### config.mk
export PLATFORM = sky130hd
export DESIGN_NAME = servant_gpio_bank_flat
export DESIGN_NICKNAME = d
export VERILOG_FILES = /design/src/rtl/servant_gpio_bank_if.sv /design/src/rtl/servant_gpio_bank.sv /design/src/flat_wrapper.sv
export SDC_FILE = /design/constraint.sdc
export NUM_CORES = 1
export LEC_CHECK = 0
export CORE_MARGIN = 1.5
export CORE_UTILIZATION = 50
export DETAILED_ROUTE_END_ITERATION = 7
export DONT_BUFFER_PORTS = 1
export HOLD_SLACK_MARGIN = 0.03
export PLACE_DENSITY = 0.68
export SYNTH_ARGS = -nofsm -noshare
export SYNTH_HDL_FRONTEND = slang
export SYNTH_SLANG_ARGS = --single-unit
### constraint.sdc
create_clock -name clk -period 1.4 [get_ports clk]
set_input_delay 0.07 -clock clk [delete_from_list [all_inputs] [get_ports clk]]
set_output_delay 0.07 -clock clk [all_outputs]
set_load 0.03 [all_outputs]
### src/rtl/servant_gpio_bank_if.sv
// Wishbone slave bus for servant_gpio_bank: word-addressed, single-cycle ack.
interface servant_gpio_bank_if;
    logic [2:0]  i_wb_adr;
    logic [31:0] i_wb_dat;
    logic [3:0]  i_wb_sel;
    logic        i_wb_we;
    logic        i_wb_cyc;
    logic [31:0] o_wb_rdt;
    logic        o_wb_ack;

    modport master (
        output i_wb_adr, i_wb_dat, i_wb_sel, i_wb_we, i_wb_cyc,
        input  o_wb_rdt, o_wb_ack
    );

    modport slave (
        input  i_wb_adr, i_wb_dat, i_wb_sel, i_wb_we, i_wb_cyc,
        output o_wb_rdt, o_wb_ack
    );
endinterface

### src/rtl/servant_gpio_bank.sv
// Parametrised Wishbone GPIO bank: OUT/DIR/IN registers plus optional edge interrupts.
// Define SERVANT_GPIO_BANK_IRQ_EN to build the MASK/PEND rising-edge interrupt logic.
module servant_gpio_bank #(
    parameter int unsigned      WIDTH       = 8,
    parameter int unsigned      SYNC_STAGES = 2,
    parameter logic [WIDTH-1:0] RESET_OUT   = '0,
    parameter logic [WIDTH-1:0] RESET_DIR   = '0
) (
    input  logic                 clk,
    input  logic                 rst,
    servant_gpio_bank_if.slave   wb,
    input  logic [WIDTH-1:0]     i_gpio,
    output logic [WIDTH-1:0]     o_gpio,
    output logic [WIDTH-1:0]     o_gpio_oe,
    output logic                 o_irq
);

    localparam logic [2:0] ADR_OUT  = 3'd0;
    localparam logic [2:0] ADR_DIR  = 3'd1;
    localparam logic [2:0] ADR_IN   = 3'd2;
    localparam logic [2:0] ADR_MASK = 3'd3;
    localparam logic [2:0] ADR_PEND = 3'd4;

    logic                r_ack;
    logic [31:0]         r_rdt;
    logic [WIDTH-1:0]    r_out;
    logic [WIDTH-1:0]    r_dir;
    logic [WIDTH-1:0]    r_sync [SYNC_STAGES];

    logic                w_req;
    logic                w_wr;
    logic [31:0]         w_lane;
    logic [31:0]         w_rd;
    logic [WIDTH-1:0]    w_in;
    logic [WIDTH-1:0]    w_mask;
    logic [WIDTH-1:0]    w_pend;

    // Byte-lane merge done at 32 bits so any WIDTH (including 32) slices cleanly.
    function automatic logic [WIDTH-1:0] merge(input logic [WIDTH-1:0] old,
                                               input logic [31:0]      dat,
                                               input logic [31:0]      lane);
        logic [31:0] v;
        v = '0;
        v[WIDTH-1:0] = old;
        v = (v & ~lane) | (dat & lane);
        return v[WIDTH-1:0];
    endfunction

    assign w_req = wb.i_wb_cyc & ~r_ack;
    assign w_wr  = w_req & wb.i_wb_we;
    assign w_in  = r_sync[SYNC_STAGES-1];

    always_comb begin
        w_lane = '0;
        for (int unsigned k = 0; k < 4; k++) begin
            w_lane[8*k +: 8] = {8{wb.i_wb_sel[k]}};
        end
    end

    always_comb begin
        w_rd = '0;
        case (wb.i_wb_adr)
            ADR_OUT:  w_rd[WIDTH-1:0] = r_out;
            ADR_DIR:  w_rd[WIDTH-1:0] = r_dir;
            ADR_IN:   w_rd[WIDTH-1:0] = w_in;
            ADR_MASK: w_rd[WIDTH-1:0] = w_mask;
            ADR_PEND: w_rd[WIDTH-1:0] = w_pend;
            default:  w_rd = '0;
        endcase
    end

    always_ff @(posedge clk or posedge rst) begin
        if (rst) begin
            r_ack <= 1'b0;
            r_rdt <= '0;
            r_out <= RESET_OUT;
            r_dir <= RESET_DIR;
        end else begin
            r_ack <= w_req;
            r_rdt <= w_req ? w_rd : '0;
            if (w_wr) begin
                case (wb.i_wb_adr)
                    ADR_OUT: r_out <= merge(r_out, wb.i_wb_dat, w_lane);
                    ADR_DIR: r_dir <= merge(r_dir, wb.i_wb_dat, w_lane);
                    default: ;
                endcase
            end
        end
    end

    always_ff @(posedge clk or posedge rst) begin
        if (rst) begin
            for (int unsigned i = 0; i < SYNC_STAGES; i++) begin
                r_sync[i] <= '0;
            end
        end else begin
            r_sync[0] <= i_gpio;
            for (int unsigned i = 1; i < SYNC_STAGES; i++) begin
                r_sync[i] <= r_sync[i-1];
            end
        end
    end

`ifdef SERVANT_GPIO_BANK_IRQ_EN
    logic [WIDTH-1:0] r_mask;
    logic [WIDTH-1:0] r_pend;
    logic [WIDTH-1:0] r_prev;
    logic [WIDTH-1:0] w_rise;
    logic [WIDTH-1:0] w_clr;

    assign w_rise = w_in & ~r_prev;
    assign w_clr  = (w_wr && wb.i_wb_adr == ADR_PEND)
                  ? merge('0, wb.i_wb_dat, w_lane) : '0;

    // A new edge in the same cycle as its W1C keeps the bit set.
    always_ff @(posedge clk or posedge rst) begin
        if (rst) begin
            r_mask <= '0;
            r_pend <= '0;
            r_prev <= '0;
        end else begin
            r_prev <= w_in;
            r_pend <= (r_pend & ~w_clr) | w_rise;
            if (w_wr && wb.i_wb_adr == ADR_MASK) begin
                r_mask <= merge(r_mask, wb.i_wb_dat, w_lane);
            end
        end
    end

    assign w_mask = r_mask;
    assign w_pend = r_pend;
    assign o_irq  = |(r_pend & r_mask);
`else
    assign w_mask = '0;
    assign w_pend = '0;
    assign o_irq  = 1'b0;
`endif

    assign wb.o_wb_ack = r_ack;
    assign wb.o_wb_rdt = r_rdt;
    assign o_gpio      = r_out;
    assign o_gpio_oe   = r_dir;

endmodule
### src/flat_wrapper.sv
// flat-port wrapper written by rule: the top's interface ports become plain ports
module servant_gpio_bank_flat 
#(
    parameter int unsigned      WIDTH       = 8,
    parameter int unsigned      SYNC_STAGES = 2,
    parameter logic [WIDTH-1:0] RESET_OUT   = '0,
    parameter logic [WIDTH-1:0] RESET_DIR   = '0
)
  (clk, rst, i_gpio, o_gpio, o_gpio_oe, o_irq, wb_i_wb_adr, wb_i_wb_dat, wb_i_wb_sel, wb_i_wb_we, wb_i_wb_cyc, wb_o_wb_rdt, wb_o_wb_ack);
  servant_gpio_bank_if wb_i ();
  input  logic clk;
  input  logic rst;
  input  logic [WIDTH-1:0] i_gpio;
  output logic [WIDTH-1:0] o_gpio;
  output logic [WIDTH-1:0] o_gpio_oe;
  output logic o_irq;
  input wire logic [$bits(wb_i.i_wb_adr)-1:0] wb_i_wb_adr;
  input wire logic [$bits(wb_i.i_wb_dat)-1:0] wb_i_wb_dat;
  input wire logic [$bits(wb_i.i_wb_sel)-1:0] wb_i_wb_sel;
  input wire logic [$bits(wb_i.i_wb_we)-1:0] wb_i_wb_we;
  input wire logic [$bits(wb_i.i_wb_cyc)-1:0] wb_i_wb_cyc;
  output wire logic [$bits(wb_i.o_wb_rdt)-1:0] wb_o_wb_rdt;
  output wire logic [$bits(wb_i.o_wb_ack)-1:0] wb_o_wb_ack;
  assign wb_i.i_wb_adr = wb_i_wb_adr;
  assign wb_i.i_wb_dat = wb_i_wb_dat;
  assign wb_i.i_wb_sel = wb_i_wb_sel;
  assign wb_i.i_wb_we = wb_i_wb_we;
  assign wb_i.i_wb_cyc = wb_i_wb_cyc;
  assign wb_o_wb_rdt = wb_i.o_wb_rdt;
  assign wb_o_wb_ack = wb_i.o_wb_ack;
  servant_gpio_bank #(.WIDTH(WIDTH), .SYNC_STAGES(SYNC_STAGES), .RESET_OUT(RESET_OUT), .RESET_DIR(RESET_DIR)) u_core (.clk(clk), .rst(rst), .wb(wb_i), .i_gpio(i_gpio), .o_gpio(o_gpio), .o_gpio_oe(o_gpio_oe), .o_irq(o_irq));
endmodule
Word level (Yosys, flattened, before mapping)
Cells that the tools add are included.
{"block": "totals", "register_bits": 65, "input_bits": 51, "out_inout_bits": 50, "wordCells": 22}
{"block": "classes", "n_eq_ne": 2, "mux": 2, "bitwise_logic": 9, "reduce_logical": 3}
{"op": "AND 8 bit", "count": 3}
{"op": "case mux 8 bit (3 select lines)", "count": 1}
{"op": "OR 8 bit", "count": 2}
{"op": "2-to-1 mux 8 bit", "count": 1}
{"op": "inverter 8 bit", "count": 1}
{"op": "AND reduction 2 bit", "count": 2}
{"op": "== test 3 x 1 -> 1 bit, second input constant", "count": 1}
{"op": "== test 3 x 2 -> 1 bit, second input constant", "count": 1}
{"op": "zero test 3 bit", "count": 1}
{"op": "AND 1 bit", "count": 2}
{"op": "inverter 1 bit", "count": 1}

Depth between registers and ports, before layout
{"block": "depth", "depth_word": 4, "ltp_mapped": 5, "depth_no_buf": 3}

Worst setup path after synthesis
No wires, ideal clock.
{"block": "synth_path", "kind": "reg2reg", "from": "register u_core.r_ack, in the netlist u_core.wb.o_wb_ack", "to": "register (tool-made name)", "arrival_ps": 1453, "required_time_ps": 1275, "slack_ps": -178, "path_stages_with_launch": 5, "n_path_buf": 1, "period_less_slack_ps": 1578, "cell_sequence": "dfrtp_1 -> nor3b_4 -> and4_4 -> buf_12 -> mux2_4"}
{"item": "start: declaration", "line_no": "servant_gpio_bank.sv:24", "text": "logic r_ack;"}
{"item": "start signal: assignment", "line_no": "servant_gpio_bank.sv:79", "text": "r_ack <= w_req;"}

==> results.py <==
metrics = {
    "status": {
        "status": "finished with violations",
        "violations": "setup timing",
    },
    "placed_design": {
        "gp_congestion": 0.722,
        "hpwl_um": 1960,
        "dpl-instance-area_um2": 1750,
        "io_buffers": 0,
    },
    "synth": {
        "synthMostInstantiatedCell": "dfrtp_1",
        "ys_ff_latch": 41,
        "synth.avg_cell_area_um2": 14.5,
        "synth_area_leader_cell": "dfrtp_1",
        "synth_area_leaders": "dfrtp_1 58%, mux2_4 14%, buf_4 11%",
        "synth_edf_count": 0,
        "yosys_warnings": 0,
        "synth_top_flop_cell": "dfrtp_1",
        "yosysSeqAreaShare_pct": 57.9,
        "synth_top_area_share_pct": 57.9,
        "yosysUniqueCellTypes": 19,
        "async_reset_ff_share_pct": 100,
        "synthesis.area_um2": 1770,
        "yosys-top-cells-count": "41 x dfrtp_1, 26 x buf_4, 16 x mux2_4",
        "syn_inst": 122,
    },
    "detailed_routing": {
        "ant_nets": 0,
        "route.detailed.drc": 0,
        "wl_per_cell_um": 15.6,
        "routed_wl_um": 3050,
        "vias": 956,
        "drt_iter0_markers": 48,
        "viasPerCell": 4.88,
        "drt_first_pass_iters": 4,
    },
    "setup_path": {
        "worstPathRequired_ns": 1.66,
        "end_kind": "flip-flop",
        "crit_arrival_ns": 1.69,
        "cp-start-kind": "flip-flop",
        "cp_max_fo": 8,
        "critPathKind": "reg -> reg",
    },
    "clock_tree": {
        "cts_tree": "done",
        "root_buffer": "clkbuf_4",
        "clock_latency_ns": 0.37,
        "cts_htree_levels": 2,
        "clock-sinks": 41,
        "cts_buffer_depth": 2,
        "clk_pin_slew_ns": 0.11,
        "cts_buffers": 5,
    },
    "sta": {
        "grt_setup_unrepaired": "yes",
        "maxSlewViolCount": 0,
        "setup_viol": 11,
        "maxSlewHeadroom_pct": 55.1,
        "worst_slack_ns": -0.0280,
        "post-route-min-period_ns": 1.43,
        "finalCritPeriodShare_pct": 102,
        "fin_hold_ws_ns": 0.0653,
        "skew_ns": 0.00905,
        "worst_slew_pin_slew_ns": 0.672,
        "fmax_mhz": 700,
        "finalHoldViolCount": 0,
    },
    "final_layout": {
        "syn2layout_area_growth_pct": 13.5,
        "layout.nets": 200,
        "n_antenna_cell": 0,
        "drive_gt1_share_pct": 22.0,
        "final_area_um2": 2010,
        "post-route-util_pct": 59.9,
    },
    "die": {
        "core_area_um2": 3360,
        "die_h_um": 62.5,
        "die_area_um2": 3910,
        "rows": 21,
        "ios": 101,
        "die_width_um": 62.5,
        "initial_core_util_pct": 52.7,
    },
    "power": {
        "totalPowerFinal_w": 0.00253,
        "max-vdd-ir-drop_mv": 0.722,
        "power-per-cell-area_nw_per_um2": 1250,
        "power_leakage_nw": 0.979,
    },
    "global_route": {
        "grt_max_degree": 26,
        "gr-usage-met3_pct": 5.95,
        "grt_pass1_wl_um": 4860,
        "use_met2_pct": 27.3,
        "overflow": 0,
        "grt.total_usage_pct": 17.6,
        "grt_pass1_vias": 943,
        "top_usage_layer": "met2",
        "grtUsageMet1_pct": 20.5,
        "antenna_found_initial": 0,
    },
    "job": {
        "max-cap-violations": 0,
    },
    "hold_path": {
        "holdCritPathClass": "in -> reg",
    },
}
-- power breakdown --
| group | switching (W) | internal [W] | leakage [nW] |
|---|---|---|---|
| Sequential | 0.000261 | 0.00129 | 0.518 |
| Combinational | 0.000187 | 0.000194 | 0.436 |
| Clock | 0.000401 | 0.000196 | 0.0245 |
| Total | 0.000848 | 0.00168 | 0.979 |
-- kinds of logic (layout without fill, tap and decap cells) --
| family | after synthesis | count (layout) | synth area share (%) |
|---|---|---|---|
| and+or+nand+nor | 18 | 18 | 7.06 |
| buffers and inverters | 30 | 34 | 13.3 |
| AOI/OAI and AO/OA | 8 | 8 | 3.53 |
| other | 1 | 25 | 0.212 |
| muxes | 24 | 24 | 18.1 |
| DFF | 41 | 41 | 57.9 |
-- cell type report --
| class | count | area [um^2] |
|---|---|---|
| Inverter | 1 | 3.75 |
| Clock inverter | 2 | 15.0 |
| Multi-Input combinational cell | 75 | 602 |
| Clock buffer | 6 | 41.3 |
| Sequential cell | 41 | 1030 |
| Tap cell | 46 | 57.6 |
| Timing Repair Buffer | 25 | 267 |
| Fill cell | 288 | 1350 |
-- worst max-delay path: stages, from the launching register on --
cell	delay, ns
dfrtp_2	0.44
nor3b_4	0.21
and4_4	0.37
mux2_4	0.31
-- timing repair --
item | 4_1_cts | 5_1_grt
hold endpoints to repair | 49 | 0
buffers inserted | 1 | 0
pin swaps | 2 | 2
setup endpoints to repair | 8 | 16
gates resized for setup | 0 | 1
hold buffers | 20 | 0
-- final timing paths --
kind	cells past startpoint	slack [ns]	to	start
max	3	-0.03	flip-flop	u_core.wb.o_wb_ack$_DFF_PP0_
min	4	0.07	u_core.wb.o_wb_rdt[6]$_DFF_PP0_	wb_i_wb_adr[1]
max reg2reg	3	-0.03	flip-flop	u_core.wb.o_wb_ack$_DFF_PP0_
min reg2reg	0	0.36	u_core.w_in[0]$_DFF_PP0_	u_core.r_sync[8]$_DFF_PP0_
max in group asynchronous	3	0.61	asynchronous set/reset pin	rst
min in group asynchronous	2	0.22	u_core.r_sync[13]$_DFF_PP0_	rst
-- metal layers --
| layer | vias up | share of wire [%] |
|---|---|---|
| met4 | 0 | 2.2 |
| li1 | 413 | - |
| met2 | 62 | 51 |
| met3 | 7 | 9.9 |
| met5 | - | 0 |
| met1 | 474 | 37 |
-- metrics by stage --
stage                     setup WS [ns]  TNS [ns]  instances
after global routing            -0.0810    -0.990        196
final                           -0.0280    -0.200        196
after CTS                       -0.0394    -0.488        196
after global placement          -0.0619    -0.491        167
after detailed placement        -0.0889    -0.656        167
after floorplan                  -0.125     -1.02        146
-- placed cells by master (no fill, tap or decap), types with 2 or more instances in the layout --
cell type	instances
dfrtp_1	40
clkbuf_4	5
buf_4	2
nor2b_1	2
a21oi_1	2
mux2i_1	8
clkinvlp_4	2
a2bb2oi_1	6
conb_1	25
mux2_4	16
buf_12	2
nand2_1	4
or2_0	2
dlygate4sd3_1	20
nor2_1	6
(Power assumes the default switching activity.)
